**src/rtl/seg7_display_driver.sv**
```systemverilog
`default_nettype none
// ============================================================================
// Module      : seg7_display_driver
// Description : Latches a 4-digit BCD value on a load strobe and drives four
//               active-low 7-segment displays (HEX0..HEX3) with power-on
//               lamp test, leading-zero blanking, dash for invalid codes,
//               per-digit decimal points and PWM dimming.
//               Optional blink feature enabled by defining SEG_BLINK_EN.
// Revision    : 1.0 - initial release
// ============================================================================
module seg7_display_driver #(
  parameter int LAMP_CYCLES = 50_000_000,
  parameter int PWM_BITS    = 3,
  parameter int BLINK_HALF  = 25_000_000
) (
  input  logic                i_clk,
  input  logic                i_rst,
  input  logic                i_load,
  input  logic [3:0]          i_units,
  input  logic [3:0]          i_tens,
  input  logic [3:0]          i_hundreds,
  input  logic [3:0]          i_thousands,
  input  logic [3:0]          i_dp,
  input  logic                i_lzb,
  input  logic [PWM_BITS-1:0] i_bright,
`ifdef SEG_BLINK_EN
  input  logic                i_blink,
`endif
  output logic                o_busy,
  output logic [7:0]          o_hex0,
  output logic [7:0]          o_hex1,
  output logic [7:0]          o_hex2,
  output logic [7:0]          o_hex3
);

  localparam int LAMP_W = $clog2(LAMP_CYCLES + 1);
  localparam logic [LAMP_W-1:0] LAMP_LAST = LAMP_W'(LAMP_CYCLES - 1);

  // Parameter sanity check at elaboration time.
  if (LAMP_CYCLES < 1 || PWM_BITS < 1 || BLINK_HALF < 1) begin : g_bad_params
    $error("seg7_display_driver: LAMP_CYCLES, PWM_BITS and BLINK_HALF must be >= 1");
  end

  typedef enum logic [0:0] {
    ST_LAMP = 1'b0,
    ST_RUN  = 1'b1
  } state_t;

  state_t                state_q, state_d;
  logic [LAMP_W-1:0]     lamp_cnt_q, lamp_cnt_d;
  logic [PWM_BITS-1:0]   pwm_cnt_q, pwm_cnt_d;
  logic [3:0][3:0]       digit_q, digit_d;   // [3]=thousands .. [0]=units
  logic [3:0]            dp_q, dp_d;
  logic [3:0][7:0]       hex_q, hex_d;
  logic                  busy_q, busy_d;
  logic                  blink_off;

  // Segment pattern {g,f,e,d,c,b,a}, active-low; codes above 9 show a dash.
  function automatic logic [6:0] seg_decode(input logic [3:0] bcd);
    logic [6:0] seg;
    case (bcd)
      4'd0:    seg = 7'h40;
      4'd1:    seg = 7'h79;
      4'd2:    seg = 7'h24;
      4'd3:    seg = 7'h30;
      4'd4:    seg = 7'h19;
      4'd5:    seg = 7'h12;
      4'd6:    seg = 7'h02;
      4'd7:    seg = 7'h78;
      4'd8:    seg = 7'h00;
      4'd9:    seg = 7'h10;
      default: seg = 7'h3F;
    endcase
    return seg;
  endfunction

`ifdef SEG_BLINK_EN
  localparam int BLINK_W = $clog2(BLINK_HALF + 1);
  localparam logic [BLINK_W-1:0] BLINK_LAST = BLINK_W'(BLINK_HALF - 1);

  logic [BLINK_W-1:0] blink_cnt_q, blink_cnt_d;
  logic               blink_phase_q, blink_phase_d;

  // Blink half-period counter; the phase flips each time the counter wraps.
  always_comb begin
    blink_cnt_d   = blink_cnt_q + BLINK_W'(1);
    blink_phase_d = blink_phase_q;
    if (blink_cnt_q == BLINK_LAST) begin
      blink_cnt_d   = '0;
      blink_phase_d = ~blink_phase_q;
    end
  end

  // Blink counter and phase registers.
  always_ff @(posedge i_clk) begin
    if (i_rst) begin
      blink_cnt_q   <= '0;
      blink_phase_q <= 1'b0;
    end else begin
      blink_cnt_q   <= blink_cnt_d;
      blink_phase_q <= blink_phase_d;
    end
  end

  assign blink_off = i_blink & blink_phase_q;
`else
  assign blink_off = 1'b0;
`endif

  // Lamp-test sequencing: hold LAMP for LAMP_CYCLES cycles, then RUN forever.
  always_comb begin
    state_d    = state_q;
    lamp_cnt_d = lamp_cnt_q;
    case (state_q)
      ST_LAMP: begin
        if (lamp_cnt_q == LAMP_LAST) begin
          state_d = ST_RUN;
        end else begin
          lamp_cnt_d = lamp_cnt_q + LAMP_W'(1);
        end
      end
      ST_RUN:  state_d = ST_RUN;
      default: state_d = ST_LAMP;
    endcase
  end

  // Digit capture, PWM counter and the registered segment image.
  always_comb begin
    logic [3:0] blank;
    logic       pwm_on;
    logic [6:0] seg;

    digit_d   = i_load ? {i_thousands, i_hundreds, i_tens, i_units} : digit_q;
    dp_d      = i_load ? i_dp : dp_q;
    pwm_cnt_d = pwm_cnt_q + PWM_BITS'(1);
    busy_d    = (state_q == ST_LAMP);
    pwm_on    = (pwm_cnt_q <= i_bright);
    hex_d     = '1;
    seg       = '1;

    // Blanking ripples down from the most significant digit; units always shown.
    blank[3] = i_lzb && (digit_q[3] == 4'd0);
    blank[2] = blank[3] && (digit_q[2] == 4'd0);
    blank[1] = blank[2] && (digit_q[1] == 4'd0);
    blank[0] = 1'b0;

    for (int i = 0; i < 4; i++) begin
      seg      = blank[i] ? 7'h7F : seg_decode(digit_q[i]);
      hex_d[i] = {~dp_q[i], seg};
      if (!pwm_on || blink_off) begin
        hex_d[i] = 8'hFF;
      end
      if (state_q == ST_LAMP) begin
        hex_d[i] = 8'h00;
      end
    end
  end

  // State, counters, latched digits and output registers.
  always_ff @(posedge i_clk) begin
    if (i_rst) begin
      state_q    <= ST_LAMP;
      lamp_cnt_q <= '0;
      pwm_cnt_q  <= '0;
      digit_q    <= '0;
      dp_q       <= '0;
      hex_q      <= {4{8'hFF}};
      busy_q     <= 1'b1;
    end else begin
      state_q    <= state_d;
      lamp_cnt_q <= lamp_cnt_d;
      pwm_cnt_q  <= pwm_cnt_d;
      digit_q    <= digit_d;
      dp_q       <= dp_d;
      hex_q      <= hex_d;
      busy_q     <= busy_d;
    end
  end

  assign o_busy = busy_q;
  assign o_hex0 = hex_q[0];
  assign o_hex1 = hex_q[1];
  assign o_hex2 = hex_q[2];
  assign o_hex3 = hex_q[3];

endmodule
`default_nettype wire

```
**config.mk**
```make
export PLATFORM = sky130hd
export DESIGN_NAME = seg7_display_driver
export DESIGN_NICKNAME = d
export VERILOG_FILES = /design/src/rtl/seg7_display_driver.sv
export SDC_FILE = /design/constraint.sdc
export NUM_CORES = 1
export LEC_CHECK = 0
export CAP_MARGIN = 10
export CORE_MARGIN = 4
export CORE_UTILIZATION = 59
export DETAILED_ROUTE_END_ITERATION = 12
export HOLD_SLACK_MARGIN = 0.05
export PLACE_DENSITY = 0.85
export SLEW_MARGIN = 20
export SYNTH_ARGS = -nofsm -noshare
export SYNTH_HDL_FRONTEND = slang
export SYNTH_SLANG_ARGS = --single-unit
```
**constraint.sdc**
```tcl
create_clock -name i_clk -period 4 [get_ports i_clk]
set_input_delay 1 -clock i_clk [delete_from_list [all_inputs] [get_ports i_clk]]
set_output_delay 1 -clock i_clk [all_outputs]
set_load 0.01 [all_outputs]
```
* Word level (Yosys, flattened, before mapping)
Memory sizes are Yosys's and may differ from the RTL's. A register that Yosys moved wholly into a read port is not among the register bits.
Cells that the tools add are included.
** Storage, ports and cells
- Flip-flop bits (word level) :: 83
- Memory bits (read-only) :: 448
- Output and inout port bits :: 33
- Logic and storage cells :: 55
- Input port bits :: 27
- Memories :: 4
** Cells by class
- Multiplexer cells :: 21
- Add/subtract/negate cells :: 2
- Equal/unequal tests :: 1
- Reduce and logical (&&, ||, !) cells :: 7
- $lt $le $gt $ge :: 1
- Bitwise operators :: 6
** Memories
- (no name shown) :: words 16, width 7, rd ports 1, clocked after Yosys merged registers in 1, wr ports 0, line 61 : case (bcd)
- (no name shown) :: words 16, width 7, rd ports 1, clocked after Yosys merged registers in 1, wr ports 0, line 61
- (no name shown) :: words 16, width 7, rd ports 1, clocked after Yosys merged registers in 1, wr ports 0, line 61
- (no name shown) :: words 16, width 7, rd ports 1, clocked after Yosys merged registers in 1, wr ports 0, line 61
** Operators by type and width (number)
- two-way mux 8 bit :: 8
- two-way mux 4 bit :: 8
- adder 26 x 1 -> 26 bit, second input constant :: 1
- equality test 26 bit, second input constant :: 1
- two-way mux 7 bit :: 3
- logical NOT 4 bit :: 3
- NOT 1 bit :: 6
- adder 3 x 1 -> 3 bit, second input constant :: 1
- <= comparator 3 bit :: 1
- logical AND 1 bit :: 3
- case mux 1 bit (2 select lines) :: 1
- AND reduction 2 bit :: 1
- two-way mux 1 bit :: 1

* Longest topological paths before layout
Gate-level depths: netlist (run 1).
- Depth after elaboration :: 7
- Mapped depth :: 9
- Gate-level depth less buffers :: 7

* Worst setup path before layout (run 1)
Ideal clock, no wire load.
- Path kind :: input to register
- Start point :: input i_load
- End point :: register with a tool-made name
- Setup slack :: 1.437 ns
- Stages :: 8
- Arrival :: 2.493 ns
- Library setup time :: 0.070 ns
- Data required time :: 3.930 ns
- Buffers on the path :: 2
- Cell sequence :: buf_2 > buf_2 > mux2i_1 > nor2_1 > inv_1 > ha_1 > a21o_1 > a21oi_1
** RTL lines
- start, declared :: line 18 : input logic i_load,

==> metrics, run 1 <==
Area contributors post-synth=dfxtp_1 49%, ha_1 7.0%, mux2i_1 6.4%; Final Setup Violations=0; Synth Register Bits=111; synthesized net count=approximately 520; Synth cell types=44; core footprint=~7300 um^2; Setup Fix Bufs, Post-CTS=0; post-route DRC violation count=0; setup total negative slack=0 ps; CTS Hold Buffers Added=0; Max Cap Violations=0; first-pass GRT wire length=15.1 mm; routed vias/inst=5.58; worst endpoint required time=4300 ps; critical-path cell list=clkdlybuf4s50_1, buf_4, mux2i_1, nor2_1, inv_1, ha_1, a21o_1, a21oi_1; RSZ-0062 raised after global routing=false; Power Density=413 nW/um^2; Peak VDD IR=0.227 mV; Reg2Reg Depth=6; Die Wd=95.3 um; DP HPWL=6.34 mm; sequential area share after synthesis=49.4%; row count=31; worst-margin pin slew=approximately 800 ps; Netlist Area Pre-Place=~4500 um^2; max incr delay on CP=450 ps; Max Buffers Root-to-Sink=2; Yosys warning count=0; Primary FF master, synth=dfxtp_1; CTS resizes=0; GRT overflow=0; Crit. End Element=register; Layout fillers=524; Highest Clock Rate=363 MHz; DRT iter0 DRCs=222; CTS Sinks=111; EDFF count, synth=0; IO Count=60; critical path's slowest cell=clkdlybuf4s50_1; CP arrival=3050 ps; RR Startpoint=lamp_cnt_q[0]$_SDFFE_PP0P_; reg2reg setup slack=1830 ps; CTS tree=done; Worst-Skew Late Latency=approximately 360 ps; Die Ht=95.3 um; Vias=3492; ant diodes=0; final WL=9.10 mm; Pins Over Slew Limit=0; terminus of the critical flop-to-flop path=lamp_cnt_q[16]$_SDFFE_PP0P_; Leak=~2.1 nW; share of the synthesized area in the top cell type=49.4%; Tmin final=around 2800 ps; cells after synthesis=between 400 and 500; H-tree lvl count=3; pin count of the biggest net entering global routing=67; die area=9090 um^2; CP Launch Type=input port; CP startpoint=i_load; Final Hold Fails=0; synth-to-layout area growth=18.7%; vias in the first global route=3278; Port Buffers=59; Setup CP Type=input port to register; Routed Antenna Nets=0; Final Cycle Share=68.8%; GPL Wtd Cong=0.844; Synth area leader=dfxtp_1; crit path max fanout=20; status=finished, final reports clean; ys async rst share=0%; layout cell share with drive strength beyond 1=5.69%; starting density of the core=61.4%; Post-DP Area=5130 um^2; GRT Overall Usage=a little over a fifth; Nets=574; CTS root buf=clkbuf_8; Worst Skew=7.07 ps; Post-Layout Inst Area=5340 um^2; antenna violations before repair=0; Rel. slew slack=46.1%; Mean Syn Cell Area=9.54 um^2; Clock Pin Slew Worst Setup and Hold Paths=100 ps; First-pass DRT Iterations=4; CTS buffer count=9; DR WL/cell=14.5 um; Hold Crit Class=register to register
cell usage after synthesis, types with 2 or more instances:
master / count
a31oi_1: 3
nor4_1: 12
nand2_1: 13
clkbuf_1: 15
or2_1: 2
inv_1: 23
o31ai_1: 6
and4_1: 2
nand3_1: 11
a21oi_1: 31
o21a_1: 21
nor2b_1: 5
nor4b_1: 2
mux2_1: 3
mux2i_1: 29
xor2_1: 2
or3_1: 8
dfxtp_1: 111
or2_2: 9
or4_1: 6
buf_2: 4
nor3_1: 7
a211oi_1: 8
a21o_1: 4
buf_1: 2
nor2_1: 65
o21ai_0: 15
ha_1: 25
nand4_1: 5
xnor2_1: 9
critical path, delay by kind of cell:
| family | cells | cell delay (ps) |
|---|---|---|
| muxes | 1 | 170 |
| buffers and inverters | 3 | 940 |
| adders and majority gates | 1 | 240 |
| and+or+nand+nor | 1 | 360 |
| AOI/OAI and AO/OA | 2 | 300 |
cells by family after synthesis:
kind of cell             synth area share, %
flip-flops                              49.4
XOR/XNOR                                2.14
AO/OA/AOI/OAI                           13.2
buffers and inverters                   4.11
AND/OR/NAND/NOR                         17.0
multiplexers                            7.20
adder cells (fa/ha/maj)                 6.95
cell usage in the layout (no fill, tap or decap), types with 2 or more instances in the layout:
cell	n
nand3_1	11
or3_1	8
nor4b_1	2
clkdlybuf4s50_1	58
mux2i_1	29
xnor2_1	9
nand2_1	13
nand4_1	5
o21ai_0	15
o31ai_1	6
clkinv_4	2
o21a_1	21
a21o_1	4
nor2_1	65
dfxtp_1	111
a211oi_1	8
mux2_1	3
nor2b_1	5
clkbuf_8	10
nor3_1	7
and4_1	2
a21oi_1	31
inv_1	23
or4_1	6
or2_1	2
or2_2	9
buf_4	3
xor2_1	2
ha_1	25
a31oi_1	3
nor4_1	12
layer usage:
metal / global-route usage [%] / routed length [um] / up-vias
li1: - / - / 1735
met1: 26.6 / 4010 / 1632
met2: 36.3 / 4390 / 110
met3: 3.63 / 547 / 15
met4: 8.41 / 159 / 0
met5: 0 / 0 / -
stage by stage:
stage / total power [W] / instances / utilization, % / hold slack (ps) / worst slack [ps]
finish: 0.00220 / 626 / 72.8 / 444 / 1250
global route: 0.00230 / 626 / 72.8 / 464 / 1110
CTS: 0.00221 / 626 / 72.8 / 447 / 1290
detailed placement: 0.00154 / 610 / 70.0 / 422 / 911
global placement: 0.00153 / 610 / 70.0 / 414 / 982
floorplan: 0.00141 / 472 / - / 402 / 1440
area by class of cell:
type | count | area, um^2 | share of cell area (%)
Sequential cell | 111 | 2220 | 41.6
Multi-Input combinational cell | 315 | 2090 | 39.2
Timing Repair Buffer | 61 | 603 | 11.3
Clock buffer | 11 | 141 | 2.65
Tap cell | 99 | 124 | 2.32
Inverter | 24 | 90.1 | 1.69
Clock inverter | 5 | 66.3 | 1.24
report_power, final:
| part | switching [W] | internal (W) |
|---|---|---|
| logic | 0.000149 | 0.000151 |
| registers | 0.0000290 | 0.00119 |
| clock network | 0.000371 | 0.000314 |
| total | 0.000550 | 0.00165 |
how the worst min path moves through the flow:
stage                                  startpoint                      end  cells after the start
after global routing         dp_q[1]$_SDFFE_PP0P_     o_hex1[7]$_SDFF_PP1_                      1
after detailed placement                 register     o_hex2[1]$_SDFF_PP1_                      1
after floorplan           pwm_cnt_q[0]$_SDFF_PP0_  pwm_cnt_q[0]$_SDFF_PP0_                      1
final                        dp_q[0]$_SDFFE_PP0P_     o_hex0[7]$_SDFF_PP1_                      1
after global placement    pwm_cnt_q[0]$_SDFF_PP0_  pwm_cnt_q[0]$_SDFF_PP0_                      1
after CTS                    dp_q[0]$_SDFFE_PP0P_     o_hex0[7]$_SDFF_PP1_                      1
Note: power is estimated with default switching activity, not from simulation.
==> run 2: changes to the inputs <==
- CORE_UTILIZATION: 59 -> 49
- PLACE_DENSITY: 0.85 -> 0.75
- clock period: 4 -> 2.5 ns (I/O delays scaled with it)
==> run 2 against run 1 <==
  * Non-clock buffer count grew 13
  * Sequential share of layout area shrank 0.78 points
  * Utilization shrank 11 points
  * Power grew 57%
  * Sequential power grew 60%
  * Clock-buffer cell count shrank 2
  * Combinational power grew 65%
  * Flip-flop and latch count is the same
  * Clock skew is essentially flat
  * Critical path depth shrank 2
  * Largest cell class unchanged
  * Largest power group unchanged
  * Highest routed layer unchanged
==> metrics, run 2 (same netlist as run 1, synthesis figures left out) <==
routed vias/inst=5.38; CP startpoint=lamp_cnt_q[0]$_SDFFE_PP0P_; Crit. End Element=register; die area=10800 um^2; CTS buffer count=9; Util after Layout=61.5%; Worst-Skew Late Latency=360 ps; first-pass GRT wire length=15.4 mm; Final Setup Violations=0; Clock Pin Slew Worst Setup and Hold Paths=100 ps; worst endpoint required time=2800 ps; Pwr Total=0.00345 W; switching share of total power=26.3%; commonest non-fill, non-tap cell in the layout=dfxtp_1; Cells after DPL=632; Setup Fix Bufs, Post-CTS=0; final std cells w/o fill=about 650; part of the power in registers=56.4%; post-route DRC violation count=0; DP HPWL=6.57 mm; synth-to-layout area growth=20.9%; Rel. slew slack=61.5%; crit path max fanout=8; part of the power in the clock network=29.2%; CTS Sinks=between 100 and 150; pin count of the biggest net entering global routing=36; Power Density=approximately 630 nW/um^2; ant diodes=0; GRT overflow=0; GRT Overall Usage=about 17%; Final Hold Fails=0; Die Wd=104 um; Routed Antenna Nets=0; max incr delay on CP=between 500 and 600 ps; IO Count=60; dpl ws=-31.7 ps; RR Startpoint=lamp_cnt_q[0]$_SDFFE_PP0P_; RSZ-0062 raised after global routing=false; GPL Wtd Cong=approximately 0.82; core footprint=8850 um^2; Tmin final=roughly 2100 ps; CTS Hold Buffers Added=0; Pins Over Slew Limit=0; Vias=3488; Setup CP Type=register to register; Layout fillers=between 700 and 800; Final Worst Setup Slack=352 ps; critical-path cell list=ha_1, nand3_2, or2_1, or4b_4, or3_1, a21oi_1; CTS resizes=0; CP arrival=2450 ps; Hold Startpoint=dp_q[3]$_SDFFE_PP0P_; CTS tree=done; Peak VDD IR=0.469 mV; Port Buffers=around 60; antenna violations before repair=0; vias in the first global route=between 3k and 4k; Leak=between 2 and 2.5 nW; Highest Clock Rate=465 MHz; Hold Crit Class=register to register; Nets=between 500 and 600; CTS root buf=clkbuf_8; H-tree lvl count=3; Worst Skew=7.38 ps; Switch Pwr=~0.00091 W; combinational power share=14.4%; First-pass DRT Iterations=4; row count=34; CP Launch Type=register; starting density of the core=50.9%; Final Cycle Share=85.9%; critical path's slowest cell=or4b_4; Die Ht=104 um; Internal=between 0.002 and 0.003 W; Max Buffers Root-to-Sink=2; status=finished, final reports clean; final WL=8.94 mm; layout cell share with drive strength beyond 1=under 10%; Max Cap Violations=0; DRT iter0 DRCs=118; most frequent cells in the layout=111 x dfxtp_1, 65 x nor2_1, 58 x clkdlybuf4s50_1; worst-margin pin slew=between 500 and 600 ps; DR WL/cell=13.8 um
==> run 2: power groups by stage <==
stage                     clock network [W]  logic [W]  registers [W]
after floorplan                           0   0.000250        0.00201
after detailed placement                  0   0.000496        0.00199
final                               0.00101   0.000498        0.00195
after global routing                0.00113   0.000550        0.00196
after CTS                           0.00104   0.000500        0.00195
after global placement                    0   0.000484        0.00199
==> run 2: area by class of cell <==
class / instances / area, um^2 / share of cell area (%)
Multi-Input combinational cell: 315 / 2090 / 38.5
Clock inverter: 7 / 67.6 / 1.24
Inverter: 24 / 90.1 / 1.66
Sequential cell: 111 / 2220 / 40.8
Tap cell: 108 / 135 / 2.48
Clock buffer: 9 / 124 / 2.28
Timing Repair Buffer: 74 / 711 / 13.1
==> run 2: routing by layer <==
| layer | vias to the layer above | GRT usage (%) | routed length (um) |
|---|---|---|---|
| met1 | 1616 | 21.1 | 4030 |
| met3 | 16 | 4.66 | 445 |
| met4 | 0 | 5.13 | 176 |
| met5 | - | 0 | 0 |
| li1 | 1762 | - | - |
| met2 | 94 | 28.9 | 4290 |
==> run 2: final timing paths <==
| kind | end | slack, ps | cells past startpoint |
|---|---|---|---|
| setup reg to reg | lamp_cnt_q[10]$_SDFFE_PP0P_ | 350 | 6 |
| hold reg to reg | o_hex3[7]$_SDFF_PP1_ | 440 | 1 |
| setup / recovery | lamp_cnt_q[10]$_SDFFE_PP0P_ | 350 | 6 |
| hold / removal | o_hex3[7]$_SDFF_PP1_ | 440 | 1 |
==> run 2: through the flow <==
stage | hold WS (ps) | setup TNS (ps) | instance area, um^2
detailed placement | 423 | -97.7 | 5250
finish | 439 | 0 | 5440
global route | 458 | 0 | 5440
floorplan | 402 | 0 | 4500
CTS | 442 | 0 | 5440
global placement | 416 | -11.4 | 5250
==> run 2: worst max-delay path: cells and delay by family (launching register included) <==
family                     cells  cell delay (ps)
AOI/OAI and AO/OA              1              140
adders and majority gates      1              200
DFF                            1              400
and+or+nand+nor                4             1330
